### src/rtl/uart_tx_frame.sv
// Purpose: serialise one parallel word into a UART frame (start, data LSB first, optional parity, stop).
// Latency: start bit appears on TX_OUT in the cycle after the capture edge; frame lasts 1+DATA_WIDTH+PAR_EN+1 cycles.
// Backpressure: requests are accepted only in IDLE; DATA_VALID while BUSY is dropped, never queued.
module uart_tx_frame #(
  parameter int DATA_WIDTH = 8
) (
  input  logic                  CLK,
  input  logic                  RST,
  input  logic [DATA_WIDTH-1:0] P_DATA,
  input  logic                  DATA_VALID,
  input  logic                  PAR_EN,
  input  logic                  PAR_TYP,
  output logic                  TX_OUT,
  output logic                  BUSY
);

  // Counter must hold the value DATA_WIDTH (number of data bits already emitted).
  localparam int unsigned CNT_W = $clog2(DATA_WIDTH + 1);
  localparam logic [CNT_W-1:0] LAST_CNT = CNT_W'(DATA_WIDTH);
  localparam logic [CNT_W-1:0] CNT_ONE  = CNT_W'(1);

  typedef enum logic [2:0] {
    ST_IDLE   = 3'd0,
    ST_START  = 3'd1,
    ST_DATA   = 3'd2,
    ST_PARITY = 3'd3,
    ST_STOP   = 3'd4
  } state_t;

  state_t                 state;
  logic [DATA_WIDTH-1:0]  shift_reg;   // remaining data bits, next bit to send at [0]
  logic                   par_en_q;    // parity enable latched at capture
  logic                   parity_bit;  // parity value computed from the latched word
  logic [CNT_W-1:0]       bit_cnt;     // data bits already placed on the line
  logic                   tx_q;
  logic                   busy_q;

  assign TX_OUT = tx_q;
  assign BUSY   = busy_q;

  // Frame sequencer: every output is a register updated here, so nothing from the inputs reaches the pins combinationally.
  always_ff @(posedge CLK or posedge RST) begin
    if (RST) begin
      state      <= ST_IDLE;
      shift_reg  <= '0;
      par_en_q   <= 1'b0;
      parity_bit <= 1'b0;
      bit_cnt    <= '0;
      tx_q       <= 1'b1;
      busy_q     <= 1'b0;
    end else begin
      case (state)
        ST_IDLE: begin
          tx_q   <= 1'b1;
          busy_q <= 1'b0;
          if (DATA_VALID) begin
            // Capture edge: start bit and BUSY go out together.
            shift_reg  <= P_DATA;
            par_en_q   <= PAR_EN;
            parity_bit <= PAR_TYP ? ~(^P_DATA) : (^P_DATA);
            bit_cnt    <= '0;
            tx_q       <= 1'b0;
            busy_q     <= 1'b1;
            state      <= ST_START;
          end
        end

        ST_START: begin
          tx_q      <= shift_reg[0];
          shift_reg <= shift_reg >> 1;
          bit_cnt   <= CNT_ONE;
          state     <= ST_DATA;
        end

        ST_DATA: begin
          if (bit_cnt == LAST_CNT) begin
            // Last data bit has been on the line for a full cycle.
            if (par_en_q) begin
              tx_q  <= parity_bit;
              state <= ST_PARITY;
            end else begin
              tx_q  <= 1'b1;
              state <= ST_STOP;
            end
          end else begin
            tx_q      <= shift_reg[0];
            shift_reg <= shift_reg >> 1;
            bit_cnt   <= bit_cnt + CNT_ONE;
          end
        end

        ST_PARITY: begin
          tx_q  <= 1'b1;
          state <= ST_STOP;
        end

        ST_STOP: begin
          // DATA_VALID is deliberately not looked at here so BUSY always drops for at least one cycle.
          tx_q    <= 1'b1;
          busy_q  <= 1'b0;
          bit_cnt <= '0;
          state   <= ST_IDLE;
        end

        default: begin
          tx_q    <= 1'b1;
          busy_q  <= 1'b0;
          bit_cnt <= '0;
          state   <= ST_IDLE;
        end
      endcase
    end
  end

endmodule

### config.mk
export PLATFORM = sky130hd
export DESIGN_NAME = uart_tx_frame
export DESIGN_NICKNAME = d
export VERILOG_FILES = /design/src/rtl/uart_tx_frame.sv
export SDC_FILE = /design/constraint.sdc
export NUM_CORES = 1
export LEC_CHECK = 0
export ABC_AREA = 0
export CAP_MARGIN = 25
export CORE_MARGIN = 2
export CORE_UTILIZATION = 30
export CTS_CLUSTER_DIAMETER = 40
export DETAILED_ROUTE_END_ITERATION = 16
export SYNTH_ARGS = -nofsm -noshare
export SYNTH_HDL_FRONTEND = slang
export SYNTH_SLANG_ARGS = --single-unit
export TNS_END_PERCENT = 5
### constraint.sdc
create_clock -name CLK -period 1.5 [get_ports CLK]
set_input_delay 0.15 -clock CLK [delete_from_list [all_inputs] [get_ports CLK]]
set_output_delay 0.15 -clock CLK [all_outputs]
set_load 0.03 [all_outputs]
Yosys cells after proc, flatten, opt, wreduce, memory -nomap -nowiden
Index checks and enable logic that the tools add are counted.
{"block": "word_totals", "reg_bits": 19, "in_bits": 13, "out_inout_bits": 2, "elab_cells": 42}
{"block": "op_classes", "add_sub_neg": 1, "eq_ne": 7, "n_mux": 17, "bitwise": 2, "reduce_logical": 8}
{"cell": "$pmux 8 s3", "n": 1}
{"cell": "$mux 8", "n": 2}
{"cell": "$pmux 4 s4", "n": 1}
{"cell": "$pmux 3 s4", "n": 1}
{"cell": "$mux 3", "n": 3}
{"cell": "$mux 4", "n": 2}
{"cell": "$reduce_xor 8->1", "n": 1}
{"cell": "$eq 3x2->1 const B", "n": 2}
{"cell": "$ne 2x2->1 const B", "n": 3}
{"cell": "$reduce_and 3->1", "n": 2}
{"cell": "$mux 1", "n": 5}
{"cell": "$add 4x1->4 const B", "n": 1}
{"cell": "$eq 4x4->1 const B", "n": 1}
{"cell": "$reduce_and 2->1", "n": 2}
{"cell": "$eq 3x1->1 const B", "n": 1}
{"cell": "$logic_not 3->1", "n": 1}
{"cell": "$pmux 1 s3", "n": 1}
{"cell": "$reduce_bool 3->1", "n": 1}
{"cell": "$reduce_or 3->1", "n": 1}
{"cell": "$not 1->1", "n": 2}
{"cell": "$pmux 1 s2", "n": 1}

Longest topological paths before layout
Gate-level depths: netlist (run 1).
{"block": "logic_depth", "depth_word": 3, "mapped_depth": 7, "depth_no_buf": 6}

Worst setup path after synthesis (run 1)
Ideal clock, no wire load.
{"block": "synth_timing", "path_kind": "reg2reg", "startpoint": "register state[2]", "endpoint": "register par_en_q", "setup_time_ps": 125, "t_arrival_ps": 1355, "required_time_ps": 1375, "slack_ps": 20, "stages_incl_launch_ff": 4, "cell_sequence": "dfrtp_1 -> clkbuf_1 -> nor4b_1 -> mux2_2"}
{"block": "synth_between", "elab_chain_cells": 2}
{"element": "start: declaration", "line": "30", "text": "state_t state;"}
{"element": "start signal: assignment", "line": "44", "text": "state <= ST_IDLE;"}
{"element": "start signal: assignment", "line": "64", "text": "state <= ST_START;"}
{"element": "start signal: assignment", "line": "72", "text": "state <= ST_DATA;"}
{"element": "$logic_not 3->1", "line": "52", "text": "case (state)"}
{"element": "$reduce_and 2->1 (no line)"}
{"element": "end signal: assignment", "line": "46", "text": "par_en_q <= 1'b0;"}
{"element": "end signal: assignment", "line": "59", "text": "par_en_q <= PAR_EN;"}
{"element": "end: declaration", "line": "32", "text": "logic par_en_q;"}
No other way between the ends.
A chain may end at the register's enable or synchronous reset.

Worst setup path after layout (run 1)
{"block": "layout_timing", "startpoint": "register bit_cnt[0]", "endpoint": "register bit_cnt[0]"}
{"block": "layout_between", "elab_chain_cells": 3, "word_cells_on_any_way": 6, "classes_between": "add/sub (1); eq/ne (2); mux (2); reduce/logical (1)"}
{"element": "start: declaration", "line": "34", "text": "logic [CNT_W-1:0] bit_cnt;"}
{"element": "start signal: assignment", "line": "88", "text": "bit_cnt <= bit_cnt + CNT_ONE;"}
{"element": "$add 4x1->4 or $eq 4x4->1 (tied branches)", "line": "88, 76"}
{"element": "$mux 4 or $ne 2x2->1 (tied branches)"}
{"element": "$pmux 4 s4 or $reduce_and 3->1 (tied branches)"}
Several ways; a longest one is shown, not always the timed one. The select of a mux whose other input is x is not followed.

==> results of run 1 <==
## worst max path at each step
stage,start,to
floorplan,state[2],par_en_q
global placement,P_DATA[2],parity_bit
detailed placement,P_DATA[3],parity_bit
CTS,state[0],shift_reg[3]
global route,bit_cnt[0],bit_cnt[0]
finish,bit_cnt[0],bit_cnt[0]
## cells by family (layout without fill, tap and decap cells)
group	count (synthesis)	count (layout)
and+or+nand+nor	36	36
xor gates and xnor gates	8	8
DFF	19	19
buffers and inverters	8	36
muxes	11	11
AOI/OAI and AO/OA	23	23
adders and majority gates	2	2
## final cells by class
cell class,count,area (um^2)
clock buffer,4,26.28
fill,326,1913
inverter,4,15.01
multi-input combinational,80,621.8
sequential,19,476.7
tap,46,57.56
timing repair buffer,28,279.0
## power groups by stage
stage	clock, mW	combinational (mW)	sequential (mW)
6_report	0.274	1.67	0.881
5_1_grt	0.306	1.82	0.915
4_1_cts	0.279	1.46	0.881
3_5_place_dp	0	1.44	0.892
3_3_place_gp	0	1.42	0.885
2_1_floorplan	0	0.937	0.936
## cells in the final DEF (no fill, tap or decap), drive strengths merged, types with 2 or more instances in the layout
| cell type | count |
|---|---|
| a31oi | 2 |
| nand3b | 2 |
| buf | 14 |
| clkbuf | 4 |
| ha | 2 |
| dlygate4sd2 | 2 |
| o211ai | 2 |
| nand2b | 4 |
| dfrtp | 18 |
| a21o | 2 |
| inv | 4 |
| mux2i | 9 |
| nand2 | 13 |
| clkdlybuf4s50 | 12 |
| o21ai | 9 |
| mux2 | 2 |
| nor2 | 6 |
| xor2 | 2 |
| xnor2 | 5 |
| a21oi | 3 |
## layer usage
layer | track usage, % | share of wire [%] | vias to the layer above
met5 | 0 | 0 | -
met4 | 1.902 | 0 | 0
met3 | 4.225 | 6.2 | 0
li1 | - | - | 439
met2 | 19.79 | 49 | 25
met1 | 14.96 | 45 | 412
## stage by stage
stage | utilization (%) | TNS (ns) | instance area [um^2] | hold slack [ns] | std cells
2_1_floorplan | - | 0 | 1080 | 0.1004 | 107
3_3_place_gp | 40.20 | -0.9728 | 1363 | 0.3934 | 176
3_5_place_dp | 40.20 | -1.135 | 1363 | 0.3945 | 176
4_1_cts | 41.23 | 0 | 1398 | 0.05756 | 180
5_1_grt | 43.56 | -0.02214 | 1476 | 0.1026 | 181
6_report | 43.56 | 0 | 1476 | 0.05023 | 181
## what timing repair did
item                                    4_1_cts  5_1_grt
setup buffers                                 0        1
endpoints found under the setup margin       10       13
pin swaps                                     0        3
resized for setup                             4       10
==> report_table.html, run 1 <==
<table>
<tr><th>Metric</th><th>Value</th></tr>
<tr><th colspan="2">Yosys</th></tr>
<tr><td>Post-Synthesis Cells</td><td>107</td></tr>
<tr><td>Most used flip-flop cell after synthesis</td><td>dfrtp_1</td></tr>
<tr><td>Dominant combinational cell family by area after synthesis</td><td>simple AND/OR/NAND/NOR gates</td></tr>
<tr><td>Synthesized area per cell</td><td>10.09 um^2</td></tr>
<tr><td>Async SR Flop Fraction</td><td>100.0%</td></tr>
<tr><td>Top post-synthesis cells by area</td><td>dfrtp_1 42%, mux2i_1 8.3%, nand2_1 4.5%, xnor2_1 4.1%, o21ai_1 3.7%</td></tr>
<tr><td>Area share of the largest cell type after synthesis</td><td>between 40% and 50%</td></tr>
<tr><td>Number of library cell types mapped by synthesis</td><td>40</td></tr>
<tr><td>Simple-gate area share of the yosys netlist</td><td>17.27%</td></tr>
<tr><td>Share of the synthesized area in compound gates (AO/OA/AOI/OAI)</td><td>between 10 and 15%</td></tr>
<tr><td>Multiplexer fraction of the synthesized cell area</td><td>10.43%</td></tr>
<tr><td>Most frequent cell after synthesis</td><td>dfrtp_1</td></tr>
<tr><td>Yosys warning count</td><td>0</td></tr>
<tr><td>Cell type contributing the most total cell area after synthesis</td><td>dfrtp_1</td></tr>
<tr><td>Post-Synth XOR/XNOR Area</td><td>a little under 8%</td></tr>
<tr><td>Syn Nets</td><td>122</td></tr>
<tr><td>Seq/Total Area, Yosys</td><td>44.15%</td></tr>
<tr><td>Cell area after synthesis</td><td>around 1100 um^2</td></tr>
<tr><td>Number of enable-type register cells in the synthesized netlist</td><td>0</td></tr>
<tr><td>Synthesized-area fraction occupied by adder cells</td><td>2.317%</td></tr>
<tr><td>Number of storage elements in the synthesis netlist</td><td>19</td></tr>
<tr><td>Top cells by instance count after synthesis</td><td>18 x dfrtp_1, 13 x nand2_1, 9 x mux2i_1</td></tr>
<tr><th colspan="2">Clock tree</th></tr>
<tr><td>CTS root buf</td><td>clkbuf_4</td></tr>
<tr><td>Source-to-sink clock delay at the later pin of the worst-skew pair</td><td>0.30 ns</td></tr>
<tr><td>Level count of the clock H-tree</td><td>1</td></tr>
<tr><td>Count of hold-fix buffers inserted at cts</td><td>0</td></tr>
<tr><td>Total CTS buffers</td><td>3</td></tr>
<tr><td>Clock-pin slew on the worst setup and hold paths</td><td>0.12 ns</td></tr>
<tr><td>Number of buffers on the longest clock path</td><td>2</td></tr>
<tr><td>CTS tree</td><td>built</td></tr>
<tr><td>Count of clock tree sinks</td><td>19</td></tr>
<tr><th colspan="2">Floorplanning</th></tr>
<tr><td>Count of pins on the block boundary</td><td>15</td></tr>
<tr><td>Die outline area</td><td>4095 um^2</td></tr>
<tr><td>Area inside the core boundary</td><td>approximately 3400 um^2</td></tr>
<tr><td>Effective utilization at floorplan</td><td>between 30% and 40%</td></tr>
<tr><td>Height of the die</td><td>64.00 um</td></tr>
<tr><td>Die Wd</td><td>between 60 and 70 um</td></tr>
<tr><td>Standard-cell rows</td><td>21</td></tr>
<tr><th colspan="2">Pwr</th></tr>
<tr><td>Internal</td><td>1.715 mW</td></tr>
<tr><td>Part of the total power dissipated in the clock network</td><td>under 10%</td></tr>
<tr><td>Net switching share of the total power</td><td>between 30% and 40%</td></tr>
<tr><td>Reported net switching power</td><td>1.106 mW</td></tr>
<tr><td>Final Total Pwr</td><td>2.822 mW</td></tr>
<tr><td>Power density over the cells</td><td>1911 nW/um^2</td></tr>
<tr><td>Portion of total power attributed to sequential cells</td><td>31.2%</td></tr>
<tr><td>Leakage power of the design</td><td>approximately 0.65 nW</td></tr>
<tr><td>Max VDD drop</td><td>861.1 uV</td></tr>
<tr><td>Combinational group share of total power</td><td>59.0%</td></tr>
<tr><th colspan="2">Min path</th></tr>
<tr><td>Hold WC Path Type</td><td>in2async</td></tr>
<tr><th colspan="2">Critical path</th></tr>
<tr><td>Number of cells on the critical path</td><td>6</td></tr>
<tr><td>Worst R2R End</td><td>bit_cnt[0]</td></tr>
<tr><td>Arrival time reported for the critical path endpoint</td><td>1.68 ns</td></tr>
<tr><td>Critical Path Fanout Max</td><td>5</td></tr>
<tr><td>Critical path startpoint category</td><td>register</td></tr>
<tr><td>CP Buf/Inv Count</td><td>1</td></tr>
<tr><td>Critical setup path kind</td><td>reg2reg</td></tr>
<tr><td>Slowest stage cell on the critical path</td><td>dfrtp_1</td></tr>
<tr><td>Data required, critical path</td><td>1.70 ns</td></tr>
<tr><td>Worst-case register-to-register setup slack</td><td>roughly 0.028 ns</td></tr>
<tr><td>Worst reg2reg startpoint</td><td>bit_cnt[0]</td></tr>
<tr><td>Ordered cell list for the critical path</td><td>inv_1 -&gt; ha_1 -&gt; and3b_1 -&gt; a21o_1 -&gt; a221oi_1 -&gt; nor2_1</td></tr>
<tr><td>Cell type group with the largest total delay on the critical path</td><td>compound AO/OA/AOI/OAI gates</td></tr>
<tr><td>Max stage delay on crit path</td><td>between 0.3 and 0.4 ns</td></tr>
<tr><td>Worst reg-to-reg path cell count</td><td>6</td></tr>
<tr><td>Critical Path End Type</td><td>register</td></tr>
<tr><th colspan="2">Cells and area</th></tr>
<tr><td>Layout cells sized above 1</td><td>roughly 21%</td></tr>
<tr><td>Total inserted antenna cells</td><td>0</td></tr>
<tr><td>Flip-flop count of the largest register after layout</td><td>8</td></tr>
<tr><td>Syn-to-layout area delta</td><td>36.73%</td></tr>
<tr><td>Net count reported at finish</td><td>about 150</td></tr>
<tr><th colspan="2">Drt</th></tr>
<tr><td>Via density per instance</td><td>slightly below 5</td></tr>
<tr><td>Post-route DRC</td><td>0</td></tr>
<tr><td>Antenna violation net count after detailed routing</td><td>0</td></tr>
<tr><td>DRT Wirelength</td><td>2.262 mm</td></tr>
<tr><td>Overall via count from detail_route</td><td>876</td></tr>
<tr><td>First-pass iteration count of the detailed router</td><td>4</td></tr>
<tr><td>Number of DRC markers after the initial detailed-route iteration</td><td>23</td></tr>
<tr><td>Wirelength per Cell</td><td>approximately 12 um</td></tr>
<tr><th colspan="2">Timing</th></tr>
<tr><td>Maximum frequency from static timing analysis</td><td>679.2 MHz</td></tr>
<tr><td>Setup-failing EPs final</td><td>0</td></tr>
<tr><td>Number of max-slew violations in the final report</td><td>0</td></tr>
<tr><td>Layout Skew</td><td>0.004778 ns</td></tr>
<tr><td>Actual transition at the worst max-transition pin</td><td>around 0.33 ns</td></tr>
<tr><td>Clock period minus final worst setup slack</td><td>1.472 ns</td></tr>
<tr><td>Post-route worst setup slack</td><td>0.02761 ns</td></tr>
<tr><td>Setup repair after global routing missed its margin</td><td>true</td></tr>
<tr><td>Max-slew headroom</td><td>~78%</td></tr>
<tr><td>Share of the cycle needed by the critical path after routing</td><td>between 90% and 100%</td></tr>
<tr><td>Count of endpoints failing hold in the final timing report</td><td>0</td></tr>
<tr><th colspan="2">Global routing</th></tr>
<tr><td>Global-route wire length before repair</td><td>3.781 mm</td></tr>
<tr><td>Overall track demand over capacity in global routing</td><td>11.86%</td></tr>
<tr><td>Largest net degree at the start of global routing</td><td>17</td></tr>
<tr><td>Congestion Overflow GR</td><td>0</td></tr>
<tr><td>Vias in the first global route</td><td>858</td></tr>
<tr><td>Initial antenna violation count</td><td>0</td></tr>
<tr><th colspan="2">Place</th></tr>
<tr><td>Dpl hpwl</td><td>around 1.7 mm</td></tr>
<tr><td>Final GP Congestion</td><td>0.9060</td></tr>
<tr><td>Port-buffer cells</td><td>14</td></tr>
<tr><td>Place WS</td><td>-0.2412 ns</td></tr>
<tr><th colspan="2">Flow run</th></tr>
<tr><td>MaxCap Viol Count</td><td>0</td></tr>
<tr><th colspan="2">Run status</th></tr>
<tr><td>Status</td><td>complete, no violations</td></tr>
</table>
No activity file was read; power rests on OpenSTA's default activity.
==> run 2, diff against run 1 <==
--- a/config.mk
+++ b/config.mk
@@ -11,6 +11,7 @@
 export CORE_UTILIZATION = 30
 export CTS_CLUSTER_DIAMETER = 40
 export DETAILED_ROUTE_END_ITERATION = 16
+export RECOVER_POWER = 25
 export SYNTH_ARGS = -nofsm -noshare
 export SYNTH_HDL_FRONTEND = slang
 export SYNTH_SLANG_ARGS = --single-unit
==> report_table.html, run 2 (synthesis gave the netlist of run 1 again) <==
<table>
<tr><th>Metric</th><th>Value</th></tr>
<tr><th colspan="2">Critical path</th></tr>
<tr><td>Max stage delay on crit path</td><td>0.36 ns (about the same)</td></tr>
<tr><td>Data required, critical path</td><td>1.70 ns (about the same)</td></tr>
<tr><td>Slowest stage cell on the critical path</td><td>dfrtp_1</td></tr>
<tr><td>Critical Path End Type</td><td>register</td></tr>
<tr><td>Arrival time reported for the critical path endpoint</td><td>1.68 ns (about the same)</td></tr>
<tr><td>Critical setup path kind</td><td>reg2reg</td></tr>
<tr><td>Ordered cell list for the critical path</td><td>inv_1 -&gt; ha_1 -&gt; and3b_1 -&gt; a21o_1 -&gt; a221oi_1 -&gt; nor2_1</td></tr>
<tr><td>Critical Path Fanout Max</td><td>5 (unchanged)</td></tr>
<tr><td>Critical path startpoint category</td><td>register</td></tr>
<tr><th colspan="2">Clock tree</th></tr>
<tr><td>Count of clock tree sinks</td><td>19 (unchanged)</td></tr>
<tr><td>Number of buffers on the longest clock path</td><td>2 (unchanged)</td></tr>
<tr><td>Count of hold-fix buffers inserted at cts</td><td>0 (unchanged)</td></tr>
<tr><td>CTS tree</td><td>built</td></tr>
<tr><td>Level count of the clock H-tree</td><td>1 (unchanged)</td></tr>
<tr><td>Clock-pin slew on the worst setup and hold paths</td><td>0.12 ns (about the same)</td></tr>
<tr><td>Source-to-sink clock delay at the later pin of the worst-skew pair</td><td>0.30 ns (about the same)</td></tr>
<tr><td>Total CTS buffers</td><td>3 (unchanged)</td></tr>
<tr><td>CTS root buf</td><td>clkbuf_4</td></tr>
<tr><th colspan="2">Cells and area</th></tr>
<tr><td>Final std cell area, no fill</td><td>1473 um^2 (-0.25%)</td></tr>
<tr><td>Total inserted antenna cells</td><td>0 (unchanged)</td></tr>
<tr><td>Syn-to-layout area delta</td><td>36.38%</td></tr>
<tr><td>Net count reported at finish</td><td>151 (unchanged)</td></tr>
<tr><td>Layout cells sized above 1</td><td>20.74% (-0.74 points)</td></tr>
<tr><td>Leading cell type in the layout, fill and taps excluded</td><td>dfrtp_1</td></tr>
<tr><td>Flip-flop count of the largest register after layout</td><td>8 (unchanged)</td></tr>
<tr><td>Commonest cells after routing, fill and taps aside</td><td>18 x dfrtp_1, 13 x nand2_1, 11 x clkdlybuf4s50_1, 9 x mux2i_1</td></tr>
<tr><th colspan="2">Place</th></tr>
<tr><td>Post-place instance area</td><td>1363 um^2 (unchanged)</td></tr>
<tr><td>Dpl hpwl</td><td>1.707 mm (unchanged)</td></tr>
<tr><td>Port-buffer cells</td><td>14 (unchanged)</td></tr>
<tr><td>Final GP Congestion</td><td>0.9060 (unchanged)</td></tr>
<tr><td>Place WS</td><td>-0.2412 ns (unchanged)</td></tr>
<tr><th colspan="2">Pwr</th></tr>
<tr><td>Portion of total power attributed to sequential cells</td><td>31.2% (about the same)</td></tr>
<tr><td>Leakage power of the design</td><td>0.6514 nW (-0.51%)</td></tr>
<tr><td>Internal</td><td>1.714 mW (-0.11%)</td></tr>
<tr><td>Part of the total power dissipated in the clock network</td><td>9.7% (about the same)</td></tr>
<tr><td>Combinational group share of total power</td><td>59.0% (about the same)</td></tr>
<tr><td>Net switching share of the total power</td><td>39.20% (about the same)</td></tr>
<tr><td>Power density over the cells</td><td>1914 nW/um^2 (+0.14%)</td></tr>
<tr><td>Reported net switching power</td><td>1.105 mW (-0.12%)</td></tr>
<tr><td>Max VDD drop</td><td>860.0 uV (-0.12%)</td></tr>
<tr><th colspan="2">Timing</th></tr>
<tr><td>Layout Skew</td><td>0.005373 ns (+0.0005945 ns)</td></tr>
<tr><td>Actual transition at the worst max-transition pin</td><td>0.6943 ns (+0.3628 ns)</td></tr>
<tr><td>Post-route worst setup slack</td><td>0.02503 ns (-0.002585 ns)</td></tr>
<tr><td>Max-slew headroom</td><td>53.71% (-24 points)</td></tr>
<tr><td>Number of max-slew violations in the final report</td><td>0 (unchanged)</td></tr>
<tr><td>Setup-failing EPs final</td><td>0 (unchanged)</td></tr>
<tr><td>Setup repair after global routing missed its margin</td><td>true</td></tr>
<tr><td>Post-route setup TNS</td><td>0 ns (unchanged)</td></tr>
<tr><td>Maximum frequency from static timing analysis</td><td>678.0 MHz (-0.18%)</td></tr>
<tr><td>Count of endpoints failing hold in the final timing report</td><td>0 (unchanged)</td></tr>
<tr><td>Clock period minus final worst setup slack</td><td>1.475 ns (+0.002584 ns)</td></tr>
<tr><td>Share of the cycle needed by the critical path after routing</td><td>98.33% (+0.17 points)</td></tr>
<tr><th colspan="2">Floorplanning</th></tr>
<tr><td>Height of the die</td><td>64.00 um (unchanged)</td></tr>
<tr><td>Area inside the core boundary</td><td>3390 um^2 (unchanged)</td></tr>
<tr><td>Standard-cell rows</td><td>21 (unchanged)</td></tr>
<tr><td>Effective utilization at floorplan</td><td>31.86% (unchanged)</td></tr>
<tr><td>Count of pins on the block boundary</td><td>15 (unchanged)</td></tr>
<tr><td>Die outline area</td><td>4095 um^2 (unchanged)</td></tr>
<tr><td>Die Wd</td><td>64.00 um (unchanged)</td></tr>
<tr><th colspan="2">Drt</th></tr>
<tr><td>Wirelength per Cell</td><td>12.52 um (+0.22%)</td></tr>
<tr><td>Via density per instance</td><td>4.867 (+0.57%)</td></tr>
<tr><td>Overall via count from detail_route</td><td>881 (+0.57%)</td></tr>
<tr><td>Post-route DRC</td><td>0 (unchanged)</td></tr>
<tr><td>Number of DRC markers after the initial detailed-route iteration</td><td>19 (-17%)</td></tr>
<tr><td>DRT Wirelength</td><td>2.267 mm (+0.22%)</td></tr>
<tr><td>First-pass iteration count of the detailed router</td><td>4 (unchanged)</td></tr>
<tr><td>Antenna violation net count after detailed routing</td><td>0 (unchanged)</td></tr>
<tr><th colspan="2">Global routing</th></tr>
<tr><td>Largest net degree at the start of global routing</td><td>17 (unchanged)</td></tr>
<tr><td>Vias in the first global route</td><td>858 (unchanged)</td></tr>
<tr><td>Initial antenna violation count</td><td>0 (unchanged)</td></tr>
<tr><td>Global-route wire length before repair</td><td>3.781 mm (unchanged)</td></tr>
<tr><td>Overall track demand over capacity in global routing</td><td>11.86% (unchanged)</td></tr>
<tr><td>Congestion Overflow GR</td><td>0 (unchanged)</td></tr>
<tr><th colspan="2">Flow run</th></tr>
<tr><td>MaxCap Viol Count</td><td>0 (unchanged)</td></tr>
<tr><th colspan="2">Min path</th></tr>
<tr><td>Hold WC Path Type</td><td>in2async</td></tr>
<tr><th colspan="2">Run status</th></tr>
<tr><td>Status</td><td>complete, no violations</td></tr>
</table>
==> run 2: final timing paths <==
kind	start	endpoint	slack [ns]	depth (start not counted)
hold reg to reg	shift_reg[0]	shift_reg[0]	0.49	2
hold / removal	RST	bit_cnt[1]	0.19	2
setup reg to reg	bit_cnt[0]	bit_cnt[0]	0.03	6
max in group asynchronous	RST	shift_reg[0]	0.41	3
setup / recovery	bit_cnt[0]	bit_cnt[0]	0.03	6
min in group CLK	PAR_EN	par_en_q	0.46	2
==> run 2: what timing repair did <==
action | in CTS | in global routing
pin swaps | 0 | 3
buffers inserted | 0 | 1
resized for setup | 4 | 10
setup endpoints to repair | 10 | 13
==> run 2: layer usage <==
metal	share of wire, %	global-route usage [%]	up-vias
li1	-	-	440
met3	5.9	4.225	0
met1	45	14.96	416
met4	0	1.902	0
met5	0	0	-
met2	49	19.79	25
==> run 2: final cells by class <==
cell class	count	area, um^2
clock buffers	4	26.28
fillers	328	1917
inverters	4	15.01
multi-input cells	80	621.8
flip-flops and latches	19	476.7
well taps	46	57.56
repair buffers	28	275.3
==> run 2: power by group through the flow <==
stage	logic, mW	clock network (mW)	registers, mW
floorplan	0.937	0	0.936
global placement	1.42	0	0.885
detailed placement	1.44	0	0.892
CTS	1.46	0.279	0.881
global route	1.82	0.306	0.915
finish	1.66	0.274	0.880
==> run 2: critical path, delay by kind of cell, from the launching register on <==
| kind | cells | cell delay, ns |
|---|---|---|
| AOI/OAI and AO/OA | 2 | 0.46 |
| DFF | 1 | 0.36 |
| and+or+nand+nor | 2 | 0.30 |
| adders and majority gates | 1 | 0.20 |
| buffers and inverters | 1 | 0.06 |
==> run 2: per-stage QoR <==
stage               hold WS, ns  util, %  std cells  power, mW
floorplan                0.1004        -        107      1.873
global placement         0.3934    40.20        176      2.307
detailed placement       0.3945    40.20        176      2.329
CTS                     0.05756    41.23        180      2.621
global route             0.2286    43.45        181      3.040
finish                   0.1893    43.45        181      2.818
